File: src/rtl/multi_debounce_edge.sv
// Multi-channel debouncer: 2-flop synchronizers, shared sample-tick prescaler,
// per-channel stability counters, and registered edge pulses selected by EDGE_MODE.
module multi_debounce_edge #(
    parameter int unsigned CHANNELS     = 4,
    parameter int unsigned PRESCALE     = 65536,
    parameter int unsigned STABLE_TICKS = 2,
    parameter int unsigned EDGE_MODE    = 0
) (
    input  logic                clk,
    input  logic                rst_n,
    input  logic                en,
    input  logic [CHANNELS-1:0] signal,
    output logic [CHANNELS-1:0] level,
    output logic [CHANNELS-1:0] pulse,
    output logic                pulse_any
);

    localparam int unsigned   PW         = (PRESCALE > 1) ? $clog2(PRESCALE) : 1;
    localparam int unsigned   CW         = $clog2(STABLE_TICKS + 1);
    localparam logic [PW-1:0] PRESC_LAST = PW'(PRESCALE - 1);
    localparam logic [CW-1:0] CNT_LAST   = CW'(STABLE_TICKS - 1);
    localparam bit            RISE_EN    = (EDGE_MODE == 0) || (EDGE_MODE == 2);
    localparam bit            FALL_EN    = (EDGE_MODE == 1) || (EDGE_MODE == 2);

    generate
        if (EDGE_MODE > 2) begin : g_bad_edge_mode
            $error("multi_debounce_edge: EDGE_MODE=%0d is illegal (0..2)", EDGE_MODE);
        end
        if (CHANNELS < 1 || CHANNELS > 32) begin : g_bad_channels
            $error("multi_debounce_edge: CHANNELS=%0d out of range 1..32", CHANNELS);
        end
        if (PRESCALE < 1) begin : g_bad_prescale
            $error("multi_debounce_edge: PRESCALE must be at least 1");
        end
        if (STABLE_TICKS < 1) begin : g_bad_stable
            $error("multi_debounce_edge: STABLE_TICKS must be at least 1");
        end
    endgenerate

    logic [CHANNELS-1:0] sync1_q, sync1_d;
    logic [CHANNELS-1:0] sync2_q, sync2_d;
    logic [PW-1:0]       presc_q, presc_d;
    logic                tick;
    logic [CW-1:0]       cnt_q [CHANNELS];
    logic [CW-1:0]       cnt_d [CHANNELS];
    logic [CHANNELS-1:0] level_q, level_d;
    logic [CHANNELS-1:0] pulse_q, pulse_d;
    logic                pulse_any_q, pulse_any_d;

    // Synchronizers run regardless of en.
    always_comb begin
        sync1_d = signal;
        sync2_d = sync1_q;
    end

    // With PRESCALE=1 the count stays at 0 and tick follows en.
    always_comb begin
        tick    = en && (presc_q == PRESC_LAST);
        presc_d = presc_q;
        if (en) begin
            presc_d = tick ? '0 : presc_q + 1'b1;
        end
    end

    always_comb begin
        level_d = level_q;
        pulse_d = '0;
        for (int unsigned i = 0; i < CHANNELS; i++) begin
            cnt_d[i] = cnt_q[i];
            if (tick) begin
                if (sync2_q[i] == level_q[i]) begin
                    cnt_d[i] = '0;
                end else if (cnt_q[i] == CNT_LAST) begin
                    cnt_d[i]   = '0;
                    level_d[i] = sync2_q[i];
                    pulse_d[i] = sync2_q[i] ? RISE_EN : FALL_EN;
                end else begin
                    cnt_d[i] = cnt_q[i] + 1'b1;
                end
            end
        end
        pulse_any_d = |pulse_d;
    end

    always_ff @(posedge clk or negedge rst_n) begin
        if (!rst_n) begin
            sync1_q     <= '0;
            sync2_q     <= '0;
            presc_q     <= '0;
            level_q     <= '0;
            pulse_q     <= '0;
            pulse_any_q <= 1'b0;
            for (int unsigned i = 0; i < CHANNELS; i++) begin
                cnt_q[i] <= '0;
            end
        end else begin
            sync1_q     <= sync1_d;
            sync2_q     <= sync2_d;
            presc_q     <= presc_d;
            level_q     <= level_d;
            pulse_q     <= pulse_d;
            pulse_any_q <= pulse_any_d;
            for (int unsigned i = 0; i < CHANNELS; i++) begin
                cnt_q[i] <= cnt_d[i];
            end
        end
    end

    assign level     = level_q;
    assign pulse     = pulse_q;
    assign pulse_any = pulse_any_q;

endmodule

File: config.mk
export PLATFORM = sky130hd
export DESIGN_NAME = multi_debounce_edge
export DESIGN_NICKNAME = d
export VERILOG_FILES = /design/src/rtl/multi_debounce_edge.sv
export SDC_FILE = /design/constraint.sdc
export NUM_CORES = 1
export LEC_CHECK = 0
export ABC_AREA = 1
export BUFFER_PORTS_ARGS = -buffer_cell sky130_fd_sc_hd__buf_2
export CAP_MARGIN = 10
export CORE_ASPECT_RATIO = 1.1
export CORE_MARGIN = 3
export CORE_UTILIZATION = 55
export CTS_CLUSTER_DIAMETER = 100
export DETAILED_ROUTE_END_ITERATION = 10
export GPL_TIMING_DRIVEN = 0
export HOLD_SLACK_MARGIN = 0.08
export PLACE_DENSITY = 0.7
export SETUP_SLACK_MARGIN = 0.15
export SYNTH_ARGS = -nofsm -noshare
export SYNTH_HDL_FRONTEND = slang
export SYNTH_SLANG_ARGS = --single-unit
File: constraint.sdc
create_clock -name clk -period 1.75 [get_ports clk]
set_clock_uncertainty 0.15 [all_clocks]
set_input_delay 0.0875 -clock clk [delete_from_list [all_inputs] [get_ports clk]]
set_output_delay 0.0875 -clock clk [all_outputs]
set_load 0.005 [all_outputs]
# Yosys cells after proc, flatten, opt, wreduce, memory -nomap -nowiden
# Cells that the tools add are included.
[totals]
inputBits = 7
elab_cells = 62
register_bits = 41
output_inout_bits = 9
[classes]
n_reduce_logical = 6
bitwise_logic = 4
n_addsub = 5
muxes = 25
n_eq_ne = 9
[ops]
columns = ["op", "count"]
rows = [
  ["adder 16 x 1 -> 16 bit, second input constant", 1],
  ["equality test 16 bit, second input constant", 1],
  ["2-to-1 mux 1 bit", 16],
  ["2-to-1 mux 16 bit", 1],
  ["2-to-1 mux 2 bit", 8],
  ["AND reduction 3 bit", 4],
  ["adder 2 x 1 -> 2 bit, second input constant", 4],
  ["equality test 2 x 1 -> 1 bit, second input constant", 4],
  ["equality test 1 bit", 4],
  ["inverter 1 bit", 4],
  ["OR reduction 4 bit", 1],
  ["logical AND 1 bit", 1],
]

# Logic depth before layout (Yosys ltp)
[logic_depth]
ltp_word = 5
ltp_mapped = 8
depth_no_buf = 8

# Worst setup path after synthesis
# No wires, ideal clock.
[synth_path]
kind = "flip-flop to flip-flop"
from = "reg presc_q[0]"
to = "reg presc_q[13]"
t_arrival_ps = 1195
path_stages_with_launch = 8
t_required_ps = 1478
path_slack_ps = 283
path_buffers = 0
setup_ps = 122
cell_sequence = "dfrtp_1 > ha_1 > nand2_1 > nor2_1 > nand2_1 > nand3b_1 > nand2_1 > nor2_1"
[synth_via]
elab_chain_cells = 3
[synth_lines]
columns = ["item", "line", "rtl"]
rows = [
  ["start: declaration", "42", "logic [PW-1:0] presc_q, presc_d;"],
  ["start signal: assignment", "99", "presc_q <= presc_d;"],
  ["branches (longest 2 deep; another with adder 16 x 1 -> 16 bit)", "-", ""],
  ["2-to-1 mux 16 bit *", "61", "presc_d = tick ? '0 : presc_q + 1'b1;"],
]
# Mark *: on every way between the ends.
# A chain may end at the register's enable or synchronous reset.

# Worst setup path in the final report
[layout_path]
from = "reg presc_q[1]"
to = "reg cnt_q[0] (netlist bit)"
[layout_via]
elab_chain_cells = 2
[layout_lines]
columns = ["item", "line", "rtl"]
rows = [
  ["equality test 16 bit", "58", "tick = en && (presc_q == PRESC_LAST);"],
  ["logical AND 1 bit", "58", ""],
  ["end signal: indexed assignment", "104", "cnt_q[i] <= cnt_d[i];"],
  ["end: declaration", "44", "logic [CW-1:0] cnt_q [CHANNELS];"],
]
# No other way between the ends.

==> reports/results.env <==
CELLPOWERDENSITY_nW_PER_UM2=843
FIRST_GLOBAL_VIAS=1471
GRT_ANTENNA_BEFORE_REPAIR=0
YS_FF_LATCH=41
SYNTHESIS.NETS=244
ROUTEDWLPERCELL_UM=11.6
CTS.SINKS=41
YS_TYPES=25
SYNTHCELLS=236
FILLERINSTANCES=285
POWER.IR.VDD_WORST_mV=0.537
REG2REG_SETUP_SLACK_NS=0.14
YOSYSWARNINGS=0
DR_TOTAL_VIAS=1538
FINISH.INSTANCE_AREA_UM2=2320
CLOCK_PATH_BUFFERS=2
DIE_X_UM=63.2
TRACK_USAGE_PCT=19.0
PLACED_AREA_UM2=2110
POWER.STATIC_LEAKAGE_nW=1.25
SYN2LAYOUT_AREA_GROWTH_PCT=17.1
SYN-MEAN-INSTANCE-AREA_UM2=8.39
WORST_SETUP_PATH_END_KIND='flip-flop'
CP_DATA_ARRIVAL_TIME_NS=1.69
YOSYSSEQAREASHARE_PCT=51.8
PLACE.PORT_BUFFERS=14
CTS.REPORTEDPATHS.CLKPINSLEW_NS=0.11
SLEW_VIOL_FINAL=0
WORSTHOLDPATHTYPE='flip-flop to flip-flop'
SYNTH.MUX.AREA_FRACTION_PCT=0
POWER.SWITCHING_mW=0.604
SYNTH_TOP_FAMILY_BY_AREA='simple AND/OR/NAND/NOR gates'
CTS_BUFFERS=5
YOSYS.AREA_SHARE.ADDER_PCT=0.632
SWITCHING_SHARE_PCT=30.9
OVERALL_POWER_mW=1.95
RATIO_OF_FINAL_MINIMUM_PERIOD_TO_CLOCK_PERIOD_PCT=91.7
GRT_OVERFLOW=0
INTPOWER_mW=1.35
GLOBALPLACE.CONGESTION=0.834
OVERALL_DIE_AREA_UM2=4360
FINAL.HOLD.WORST_SLACK_NS=0.211
NUM_IO_PINS=16
CRITPATHMAXFANOUT=8
FINAL.SETUP.TNS_NS=0
H_TREE_DEPTH=2
DIODES=0
NETS=275
GRT_MAX_DEGREE=42
POST_SYNTH_AND_OR_NAND_NOR_AREA_FRACTION_PCT=33.2
TIMING.FINAL.HOLD_VIOLATIONS=0
INSERTION_DELAY_NS=0.33
OUTCOME='finished clean'
FLOORPLAN.INITIALDENSITY_PCT=58.5
PLACED_CELLS_INCL_TAPS=298
CLOCKPOWERSHARE_PCT=24.2
STD_CELL_ROWS=22
WIRE_LENGTH_OF_THE_FIRST_GLOBAL_ROUTING_PASS_UM=6290
POST-ROUTE-DRC-COUNT=0
FIN_CELLS=315
TIGHTEST_SLEW_MARGIN_RELATIVE_TO_THE_LIMIT_PCT=42.8
VIASPERCELL=4.88
SEQ_POWER_SHARE_PCT=58.2
DIE_H_UM=68.9
TRITONCTS='yes'
FIRSTDRTPASSITERS=4
WORSTSETUPSTARTPOINTTYPE='flip-flop'
RSZ0062_AT_GRT='yes'
MAPPEDNETLISTAREA_UM2=1980
MAX_CAP_VIOLATIONS=0
CTS_ROOT_BUFFER='clkbuf_4'
SYNTH_COMPOUND_AREA_SHARE_PCT=5.06
FINAL_LAYOUT_SIZE_SUFFIX_GT1_SHARE_PCT=21.7
COMBINATIONALPOWERSHARE_PCT=17.6
POSTROUTEANTENNANETS=0
WORST_EP_REQUIRED_TIME_NS=1.83
DPL.HPWL_UM=2650
DRT_FIRST_ITER_VIOLATIONS=57
WIRELENGTH_ROUTED_UM=3670
FP.COREAREA_UM2=3390
MIN_PERIOD_NS=1.61
SETUP_VIOL_COUNT_FINAL=0
MAX_FREQ_GHz=0.623
POST_SYNTH_XOR_AREA_FRACTION_PCT=2.21
MAX_SLEW.WORST_PIN.SLEW_NS=0.859
CRITICAL_PATH_CLASS='flip-flop to flip-flop'
-- final cells by class --
cell class	count	area (um^2)	share of cell area, %
Clock buffer	6	51.3	2.21
Inverter	30	113	4.86
Timing Repair Buffer	24	160	6.91
Tap cell	48	60.1	2.59
Clock inverter	1	7.51	0.324
Multi-Input combinational cell	163	872	37.6
Sequential cell	41	1030	44.3
Buffer	2	27.5	1.19
-- state kept, by name (all words and copies together), names as in the netlist --
| name | count |
|---|---|
| pulse_any | 1 |
| level | 4 |
| cnt_q | 8 |
| sync2_q | 4 |
| sync1_q | 4 |
| pulse | 4 |
| presc_q | 16 |
-- layer usage --
layer	track usage [%]	vias up	wire length [um]
li1	-	796	-
met1	21.9	713	1670
met2	35.0	22	1860
met3	5.02	7	84
met4	5.66	0	55
met5	0	-	0
-- cell usage in the layout (no fill, tap or decap), types with 2 or more instances in the layout --
cell and count:
nor3_1 8, o21ai_1 5, clkbuf_4 5, nand3_1 6, dfrtp_1 40, inv_2 2
nor2_2 2, buf_2 14, a21oi_1 8, xnor2_1 4, nor2_1 34, dlygate4sd3_1 6
nand2_4 2, or2_2 5, buf_4 5, o21ai_0 6, nand3_2 5, nor2_4 3
inv_1 28, nand2_2 2, nor3_2 4, nand2_1 62
-- synth_stat cells --
master / instances / area [um^2]
nor2_4: 2 / 22.5
o21ai_0: 7 / 35.0
a21oi_1: 8 / 40.0
dfrtp_1: 41 / 1030
o21ai_1: 5 / 25.0
nand2_4: 1 / 11.3
nor3_1: 12 / 60.1
nand3_2: 4 / 40.0
nand2_1: 64 / 240
or2_2: 5 / 31.3
nand2_2: 1 / 6.26
nand4_4: 1 / 21.3
xnor2_1: 4 / 35.0
inv_1: 29 / 109
inv_2: 1 / 3.75
nand3_4: 1 / 17.5
nor2_8: 1 / 20.0
nor2_1: 35 / 131
xor2_1: 1 / 8.76
buf_4: 1 / 7.51
nand3b_1: 1 / 7.51
nand3_1: 7 / 35.0
buf_12: 1 / 20.0
ha_1: 1 / 12.5
nor2_2: 2 / 12.5
-- critical path, cell delays in order (launching register included) --
cell and delay (ns):
dfrtp_1 0.46, ha_4 0.18, nand2_2 0.05, nor2_1 0.08, nand2_1 0.08, buf_4 0.14, nor2_2 0.12, nand2_4 0.10
nand2_1 0.07, o21ai_1 0.06
-- power by group through the flow --
stage	combinational (mW)	clock, mW	sequential [mW]
final	0.344	0.474	1.14
after global routing	0.394	0.534	1.15
after CTS	0.325	0.494	1.13
after detailed placement	0.288	0	1.14
after global placement	0.277	0	1.14
after floorplan	0.217	0	1.12
-- cells by family (layout without fill, tap and decap cells) --
group	count (synthesis)	in the layout
and+or+nand+nor	137	137
DFF	41	41
buffers and inverters	32	63
AOI/OAI and AO/OA	20	20
xor gates and xnor gates	5	5
adders and majority gates	1	1
-- path summary, 6_finish.rpt --
path,depth (start not counted),start,to
hold reg to reg,0,sync1_q[1]$_DFF_PN0_,sync2_q[1]$_DFF_PN0_
min in group asynchronous,2,rst_n,sync2_q[3]$_DFF_PN0_
hold / removal,0,sync1_q[1]$_DFF_PN0_,sync2_q[1]$_DFF_PN0_
max in group asynchronous,2,rst_n,presc_q[2]$_DFFE_PN0P_
setup reg to reg,9,presc_q[1]$_DFFE_PN0P_,cnt_q[0]$_DFFE_PN0N_
setup / recovery,9,presc_q[1]$_DFFE_PN0P_,cnt_q[0]$_DFFE_PN0N_
-- repair_timing --
action,in CTS,in global routing
gates resized for setup,5,11
cloned,0,0
pin swaps,6,4
buffers inserted,3,1
hold buffers,6,0
endpoints found under the setup margin,10,28
endpoints found under the hold margin,55,0
-- metrics by stage --
step | util [%] | setup slack [ns]
after floorplan | - | 0.283
after global placement | 62.3 | 0.0190
after detailed placement | 62.3 | 0.0452
after CTS | 67.1 | 0.157
after global routing | 68.5 | 0.0506
final | 68.5 | 0.144
Power figures use the tool's default switching activity.
